==> src/rtl/branch_killable_queue_mw_pkg.sv <==
// Shared LSU types for the branch-killable request queue.
// Uop, branch-update and DCache request bundles plus kill helpers.
package branch_killable_queue_mw_pkg;

  localparam int MAX_BR_COUNT = 4;

  typedef logic [MAX_BR_COUNT-1:0] br_mask_t;

  typedef struct packed {
    logic [7:0] uopc;
    br_mask_t   br_mask;
    logic       uses_ldq;
    logic [4:0] ldq_idx;
  } MicroOpST;

  typedef struct packed {
    br_mask_t resolve_mask;
    br_mask_t mispredict_mask;
  } BrUpdateB1ST;

  typedef struct packed {
    BrUpdateB1ST b1;
  } BrUpdateInfoST;

  typedef struct packed {
    MicroOpST    uop;
    logic [15:0] addr;
    logic [31:0] data;
  } BoomDCacheReqInternalST;

  function automatic br_mask_t getNewBrMask(
    input BrUpdateInfoST b,
    input br_mask_t      m
  );
    return m & ~b.b1.resolve_mask;
  endfunction

  function automatic logic maskMatch(
    input br_mask_t a,
    input br_mask_t b
  );
    return |(a & b);
  endfunction

  function automatic logic isKilledByBranch(
    input BrUpdateInfoST b,
    input br_mask_t      m
  );
    return maskMatch(b.b1.mispredict_mask, m);
  endfunction

endpackage

==> src/rtl/branch_killable_queue_mw_compactor.sv <==
// Enqueue lane compactor: per-lane slot offsets and total lane count.
// Offset of lane k is the number of valid lanes below it.
module bkq_enq_compactor #(
  parameter int ENQ_WIDTH = 2,
  parameter int OW        = $clog2(ENQ_WIDTH + 1)
) (
  input  logic [ENQ_WIDTH-1:0] i_valid,
  output logic [OW-1:0]        o_offset [ENQ_WIDTH],
  output logic [OW-1:0]        o_total
);

  // running prefix popcount over the lanes
  always_comb begin
    logic [OW-1:0] acc;
    acc = '0;
    for (int k = 0; k < ENQ_WIDTH; k++) begin
      o_offset[k] = acc;
      acc = acc + OW'(i_valid[k]);
    end
    o_total = acc;
  end

endmodule

==> src/rtl/branch_killable_queue_mw.sv <==
// Multi-lane branch-killable circular queue for LSU -> DCache requests.
// Dead slots are reclaimed at the head; optional empty-queue bypass.
module branch_killable_queue_mw
  import branch_killable_queue_mw_pkg::*;
#(
  parameter int ENTRIES   = 16,
  parameter int ENQ_WIDTH = 2,
  parameter int FLOW      = 0
) (
  input  logic                   clock,
  input  logic                   reset,
  input  logic [ENQ_WIDTH-1:0]   i_enq_valid,
  input  BoomDCacheReqInternalST i_enq [ENQ_WIDTH],
  output logic                   o_enq_ready,
  output logic                   o_deq_valid,
  output BoomDCacheReqInternalST o_deq,
  input  logic                   i_deq_ready,
  input  BrUpdateInfoST          i_brupdate,
  input  logic                   i_flush,
  output logic                   o_empty,
  output logic [$clog2(ENTRIES+1)-1:0] o_count
);

  localparam int PW = $clog2(ENTRIES);
  localparam int CW = $clog2(ENTRIES + 1);
  localparam int OW = $clog2(ENQ_WIDTH + 1);
  localparam int LW = (ENQ_WIDTH > 1) ? $clog2(ENQ_WIDTH) : 1;

  BoomDCacheReqInternalST ram   [ENTRIES];
  br_mask_t               masks [ENTRIES];
  logic [ENTRIES-1:0]     valids;
  logic [PW-1:0]          enq_ptr;
  logic [PW-1:0]          deq_ptr;
  logic                   maybe_full;

  BoomDCacheReqInternalST lane_req   [ENQ_WIDTH];
  logic [ENQ_WIDTH-1:0]   lane_alive;
  logic [ENQ_WIDTH-1:0]   eff_valid;
  logic [OW-1:0]          offs [ENQ_WIDTH];
  logic [OW-1:0]          total;
  logic [PW-1:0]          slot [ENQ_WIDTH];
  logic [LW-1:0]          low_lane;
  BoomDCacheReqInternalST head;
  logic                   head_kill;
  logic                   q_deq_valid;
  logic                   q_deq_fire;
  logic                   byp_active;
  logic                   byp_valid;
  logic                   byp_fire;
  logic                   reclaim;
  logic                   deq_adv;
  logic                   enq_fire;
  logic                   ptr_match;
  logic [OW-1:0]          n_enq;
  logic [OW-1:0]          n_deq;

  function automatic logic [PW-1:0] wrap_add(
    input logic [PW-1:0] p,
    input logic [OW-1:0] n
  );
    logic [PW:0] s;
    s = {1'b0, p} + (PW+1)'(n);
    if (s >= (PW+1)'(ENTRIES)) s = s - (PW+1)'(ENTRIES);
    return s[PW-1:0];
  endfunction

  bkq_enq_compactor #(
    .ENQ_WIDTH(ENQ_WIDTH),
    .OW       (OW)
  ) u_compactor (
    .i_valid (eff_valid),
    .o_offset(offs),
    .o_total (total)
  );

  // occupancy, readiness and head view with this cycle's branch update
  always_comb begin
    ptr_match = (enq_ptr == deq_ptr);
    o_empty   = ptr_match & ~maybe_full;
    if (ptr_match)
      o_count = maybe_full ? CW'(ENTRIES) : '0;
    else if (enq_ptr > deq_ptr)
      o_count = CW'(enq_ptr) - CW'(deq_ptr);
    else
      o_count = CW'(ENTRIES) + CW'(enq_ptr) - CW'(deq_ptr);
    o_enq_ready = (CW'(ENTRIES) - o_count) >= CW'(ENQ_WIDTH);

    head = ram[deq_ptr];
    head.uop.br_mask = getNewBrMask(i_brupdate, masks[deq_ptr]);
    head_kill = isKilledByBranch(i_brupdate, masks[deq_ptr])
              | (i_flush & ram[deq_ptr].uop.uses_ldq);
    q_deq_valid = ~o_empty & valids[deq_ptr] & ~head_kill;
    reclaim = ~o_empty & ~valids[deq_ptr];
  end

  // incoming lanes: updated masks, liveness and lowest valid lane
  always_comb begin
    low_lane = '0;
    for (int k = ENQ_WIDTH - 1; k >= 0; k--) begin
      lane_req[k] = i_enq[k];
      lane_req[k].uop.br_mask =
        getNewBrMask(i_brupdate, i_enq[k].uop.br_mask);
      lane_alive[k] =
        ~isKilledByBranch(i_brupdate, i_enq[k].uop.br_mask)
        & ~(i_flush & i_enq[k].uop.uses_ldq);
      if (i_enq_valid[k]) low_lane = LW'(k);
    end
  end

  // dequeue select, bypass steering and enqueue slot assignment
  always_comb begin
    byp_active = (FLOW != 0) & o_empty & (|i_enq_valid);
    byp_valid  = byp_active & lane_alive[low_lane];
    byp_fire   = byp_valid & i_deq_ready;
    o_deq_valid = byp_active ? byp_valid : q_deq_valid;
    o_deq       = byp_active ? lane_req[low_lane] : head;
    q_deq_fire  = q_deq_valid & i_deq_ready;
    deq_adv     = q_deq_fire | reclaim;

    eff_valid = i_enq_valid
              & ~(byp_fire ? (ENQ_WIDTH'(1) << low_lane) : '0);
    enq_fire  = o_enq_ready & (|eff_valid);
    n_enq     = enq_fire ? total : '0;
    n_deq     = OW'(deq_adv);
    for (int k = 0; k < ENQ_WIDTH; k++)
      slot[k] = wrap_add(enq_ptr, offs[k]);
  end

  // pointers, maybe_full and per-entry liveness
  always_ff @(posedge clock) begin
    if (reset) begin
      enq_ptr    <= '0;
      deq_ptr    <= '0;
      maybe_full <= 1'b0;
      valids     <= '0;
    end else begin
      for (int i = 0; i < ENTRIES; i++)
        if (valids[i] &&
            (isKilledByBranch(i_brupdate, masks[i]) ||
             (i_flush && ram[i].uop.uses_ldq)))
          valids[i] <= 1'b0;
      if (q_deq_fire) valids[deq_ptr] <= 1'b0;
      if (enq_fire) begin
        for (int k = 0; k < ENQ_WIDTH; k++)
          if (eff_valid[k]) valids[slot[k]] <= lane_alive[k];
        enq_ptr <= wrap_add(enq_ptr, total);
      end
      if (deq_adv) deq_ptr <= wrap_add(deq_ptr, OW'(1));
      if (n_enq > n_deq)      maybe_full <= 1'b1;
      else if (n_enq < n_deq) maybe_full <= 1'b0;
    end
  end

  // payload and branch-mask storage (not reset)
  always_ff @(posedge clock) begin
    for (int i = 0; i < ENTRIES; i++)
      masks[i] <= getNewBrMask(i_brupdate, masks[i]);
    if (enq_fire)
      for (int k = 0; k < ENQ_WIDTH; k++)
        if (eff_valid[k]) begin
          ram[slot[k]]   <= i_enq[k];
          masks[slot[k]] <= lane_req[k].uop.br_mask;
        end
  end

endmodule

==> config.mk <==
export PLATFORM = sky130hd
export DESIGN_NAME = branch_killable_queue_mw
export DESIGN_NICKNAME = d
export VERILOG_FILES = /design/src/rtl/branch_killable_queue_mw_pkg.sv /design/src/rtl/branch_killable_queue_mw_compactor.sv /design/src/rtl/branch_killable_queue_mw.sv
export SDC_FILE = /design/constraint.sdc
export NUM_CORES = 2
export LEC_CHECK = 0
export CORE_MARGIN = 2
export CORE_UTILIZATION = 65
export CTS_BUF_LIST = sky130_fd_sc_hd__clkbuf_2
export DETAILED_ROUTE_END_ITERATION = 7
export GPL_ROUTABILITY_DRIVEN = 0
export HOLD_SLACK_MARGIN = 0.1
export PLACE_DENSITY_LB_ADDON = 0.12
export SETUP_SLACK_MARGIN = 0.3
export SLEW_MARGIN = 25
export SYNTH_ARGS = -nofsm -noshare
export SYNTH_HDL_FRONTEND = slang
export SYNTH_SLANG_ARGS = --single-unit
==> constraint.sdc <==
create_clock -name clock -period 18.2 [get_ports clock]
set_clock_uncertainty 0.1 [all_clocks]
set_input_delay 2.73 -clock clock [delete_from_list [all_inputs] [get_ports clock]]
set_output_delay 2.73 -clock clock [all_outputs]
set_load 0.05 [all_outputs]
## Yosys cells after proc, flatten, opt, wreduce, memory -nomap -nowiden

Memories as Yosys holds them, arrays and structs flattened. A register that Yosys moved wholly into a read port is not among the register bits.
Cells that the tools add are included.

- Register bits after elaboration: 25
- Bits in writable memories: 1120
- Input bits: 146
- Output and inout port bits: 74
- Word-level logic and storage cells: 236
- Memories kept: 2

- $add $sub $neg: 12
- Magnitude comparators: 14
- Equality and inequality tests: 1
- Mux-type cells: 69
- Bitwise gates (word level): 62
- Reductions and logical operators: 72

Memory list:

| name | depth | bits a word | read ports | clocked after memory_dff | write ports | RTL line | source |
|---|---|---|---|---|---|---|---|
| ram | 16 | 66 | 17 | 1 | 2 | branch_killable_queue_mw.sv:29 | `BoomDCacheReqInternalST ram [ENTRIES];` |
| masks | 16 | 4 | 17 | 1 | 18 | branch_killable_queue_mw.sv:30 | `br_mask_t masks [ENTRIES];` |

Operator list:

| kind | count |
|---|---|
| $and 4x4->4 | 38 |
| $mux 16 | 7 |
| $reduce_or 4->1 | 19 |
| $mux 1 | 44 |
| $logic_and 1x1->1 | 35 |
| $bwmux 16 | 2 |
| $mux 4 | 8 |
| $and 16x16->16 | 1 |
| $logic_or 1x1->1 | 16 |
| $not 16->16 | 1 |
| $sub 4x1->4 const B | 4 |
| $ge 5x5->1 const B | 3 |
| $lt 4x5->1 const B | 3 |
| $mux 5 | 3 |
| $demux 1 s4 | 3 |
| $ge 4x1->1 const B | 3 |
| $and 1x1->1 | 11 |
| $not 1->1 | 8 |
| $add 4x1->5 | 1 |
| $add 4x1->5 const B | 1 |
| $add 4x2->5 | 1 |
| $add 5x4->5 const A | 1 |
| $ge 4x5->1 const B | 1 |
| $ge 5x2->1 const B | 1 |
| 14 further kinds | 15 |

## Longest topological paths before layout

An unclocked memory read counts as a cell.

- Depth in word-level cells: 17
- Depth in mapped cells: 19

## Modules after synthesis

From an unflattened synthesis, not the netlist that was laid out.

- Cell total of the unflattened synthesis: 3435
- Area total of the unflattened synthesis: 56027.5 µm²

By module, submodules not included:

| module | instances | cells each | area an instance (µm²) |
|---|---|---|---|
| branch_killable_queue_mw | 1 | 3429 | 55981.2 |
| bkq_enq_compactor | 1 | 6 | 46.3 |

## Least setup slack after synthesis

Ideal clock, no wire load.

- Path kind: input -> register
- From: input port i_enq_valid[0]
- To: memory ram[4][0] (netlist bit), enable pin
- Data arrival time: 7948 ps
- Required time: 17532 ps
- Setup slack: 9584 ps
- Stages on the path: 6
- Cells stage by stage: inv_1 -> ha_1 -> clkbuf_1 -> nor2_1 -> nand2_1 -> o21ai_0

RTL lines:

| what | RTL line | source |
|---|---|---|
| start, declared | branch_killable_queue_mw.sv:12 | `input logic [ENQ_WIDTH-1:0] i_enq_valid,` |
| end, declared | branch_killable_queue_mw.sv:29 |  |

==> summary.md <==
| Metric | Value |
|---|---|
| Run status | `completed` |
| H-Tree Depth | `5` |
| Multi-input combinational cell area | `about 24000 um^2` |
| CP max FO | `93` |
| Overall power | `between 0.008 and 0.009 W` |
| Final core occ | `71.54%` |
| Max rail drop VDD | `~0.00019 V` |
| Post-synth EDFFs | `approximately 990` |
| Distinct cells, synth | `82` |
| Mapped Cells | `around 3500` |
| CTS tree | `yes` |
| CTS resizes | `0` |
| Clock transition at path regs | `roughly 0.10 ns` |
| Ys flop type | `edfxtp_1` |
| Mapped Area | `between 50000 and 60000 um^2` |
| Setup TNS | `0 ns` |
| Vias in the first global route | `37730` |
| YS warnings | `0` |
| Vias | `around 36000` |
| Most common cell after layout, fill and taps aside | `edfxtp_1` |
| Arrival @ worst endpoint | `approximately 6.7 ns` |
| Fraction of the cycle the final worst path needs | `52.21%` |
| Area growth syn-to-layout | `8.930%` |
| Initial Util | `about two thirds` |
| Worst rel slew slack | `24.55%` |
| RSZ-0062 raised after global routing | `false` |
| #FFs+latches synth | `between 1000 and 1500` |
| CTS Sinks | `around 1100` |
| Overall Global Routing Usage | `36.97%` |
| Setup bufs post-CTS | `0` |
| Worst hold path class | `flip-flop to flip-flop` |
| Full die area | `between 90000 and 100000 um^2` |
| CTS max path bufs | `4` |
| Ports | `between 200 and 250` |
| R2r startpoint | `deq_ptr[3]` |
| Critical Path RT | `15.37 ns` |
| Kind of critical path | `flip-flop to output port` |
| Drc violations | `0` |
| WL final | `roughly 170 mm` |
| Buffers on Ports | `around 220` |
| Largest net degree at the start of global routing | `between 150 and 200` |
| Die Span X | `around 300 um` |
| DRT iter0 DRCs | `~5300` |
| Rows | `around 110` |
| Register area | `between 30000 and 40000 um^2` |
| Core ar. | `just under 90000 um^2` |
| Vias per inst | `a little over 7` |
| Ys async rst share | `0%` |
| Fillers | `approximately 5600` |
| Worst Setup Start Kind | `flip-flop` |
| Slew @ Worst Pin | `about 1.1 ns` |
| Pwr dens | `approximately 140 nW/um^2` |
| Syn nets | `~3700` |
| CTS Buf Count | `slightly below 300` |
| Hold_sp | `masks[5][2]` |
| Synth area leader | `edfxtp_1` |
| Final hold violation count | `0` |
| Setup violators final | `0` |
| Die height | `~300 um` |
| Gr ovfl total | `0` |
| Clk Latency, worst-skew pair | `around 1.6 ns` |
| DRT Pass-1 Iters | `7` |
| Wire per inst | `32.80 um` |
| Max cap viols | `0` |
| Syn Area/Cell | `around 16 um^2` |
| Post-CTS Hold Buffers | `0` |
| Net count, final | `a little under 4000` |
| F_max | `roughly 0.11 GHz` |
| Initial antenna violation count | `24` |
| Share of cells above drive strength 1 | `approximately half` |
| Commonest cells after routing, fill and taps aside | `edfxtp_1, mux2_2, clkbuf_2, mux4_2, clkdlybuf4s50_1` |
| Sequential area share after synthesis | `~55%` |
| Pins Over Slew Limit | `0` |
| CTS root buffer | `clkbuf_2` |
| Critical path endpoint category | `output port` |
| First-pass GRT wire length | `242.2 mm` |
| Detail Placement HPWL | `roughly 88 mm` |
| Area share of the largest cell type after synthesis | `between 50% and 60%` |
| Leak | `approximately 21 nW` |
| Minimum clock period | `around 9.5 ns` |
| Antenna Nets Post-Route | `0` |
| Main area contributors after synthesis | `edfxtp_1, mux2_2, mux4_2` |
## cells in the mapped netlist (all sizes together), types with 17 or more instances
master	n
a211oi	54
a21oi	55
a22oi	26
buf	168
clkbuf	213
dfxtp	93
edfxtp	992
ha	17
inv	27
mux2	1003
mux2i	55
mux4	320
nand2	87
nand3	43
nor2	89
nor3	53
o21ai	47
## path summary, 6_finish.rpt
check | slack [ns] | to | cells past startpoint
hold reg to reg | 0.45 | masks[5][2] | 2
setup reg to reg | 11.89 | ram[10][13] | 14
setup / recovery | 8.70 | o_deq[8] | 6
hold / removal | 0.45 | masks[5][2] | 2
## critical path, cell delays in order, from the launching register on
cell and delay (ns):
dfxtp_4 0.92, buf_12 0.63, buf_4 0.75, buf_4 0.80, mux4_2 0.61, mux4_2 0.49, clkdlybuf4s50_1 0.74
## cell type report
class,instances,area share [%]
Inverter,27,0.1630
Clock inverter,49,0.4368
Timing Repair Buffer,287,4.406
Clock buffer,430,3.462
Tap cell,1155,2.325
Antenna cell,11,0.04428
Multi-Input combinational cell,2025,38.22
Sequential cell,1085,50.94
## sequential cells by signal (all words and copies together), names as in the netlist, named ones only
register and cells:
enq_ptr 4, deq_ptr 4, ram 992, masks 64, maybe_full 1, valids 16
## per-layer routing
metal	vias up	global-route usage [%]	part of all wire, %
li1	14680	-	-
met1	18160	48.83	36
met2	2713	58.46	48
met3	544	9.517	12
met4	26	16.19	3.9
met5	-	0.2646	0.097
## logic make-up after synthesis
kind of cell    count (synthesis)  synth area share, %
xor+xnor                        2              0.04386
mux                          1378                34.03
buf+inv                       408                3.258
simple gates                  342                2.870
compound gates                284                3.892
fa+ha+maj                      19               0.4429
flops                        1085                55.46
## per-stage QoR
| stage | setup slack [ns] | hold slack (ns) | area, um^2 | std cells |
|---|---|---|---|---|
| floorplan | 9.584 | 0.3848 | 57070 | 3518 |
| detailed placement | 10.10 | 0.4330 | 59700 | 4579 |
| global placement | 10.04 | 0.4108 | 59690 | 4578 |
| CTS | 8.409 | 0.4468 | 62130 | 5058 |
| global route | 8.185 | 0.4840 | 62160 | 5069 |
| finish | 8.698 | 0.4525 | 62160 | 5069 |
## power by group
group	total [W]	internal, W	switching, W
Sequential	0.00336	0.00319	0.000169
Combinational	0.00360	0.00139	0.00221
Clock	0.00167	0.000663	0.00101
No activity file was read; power rests on OpenSTA's default activity.
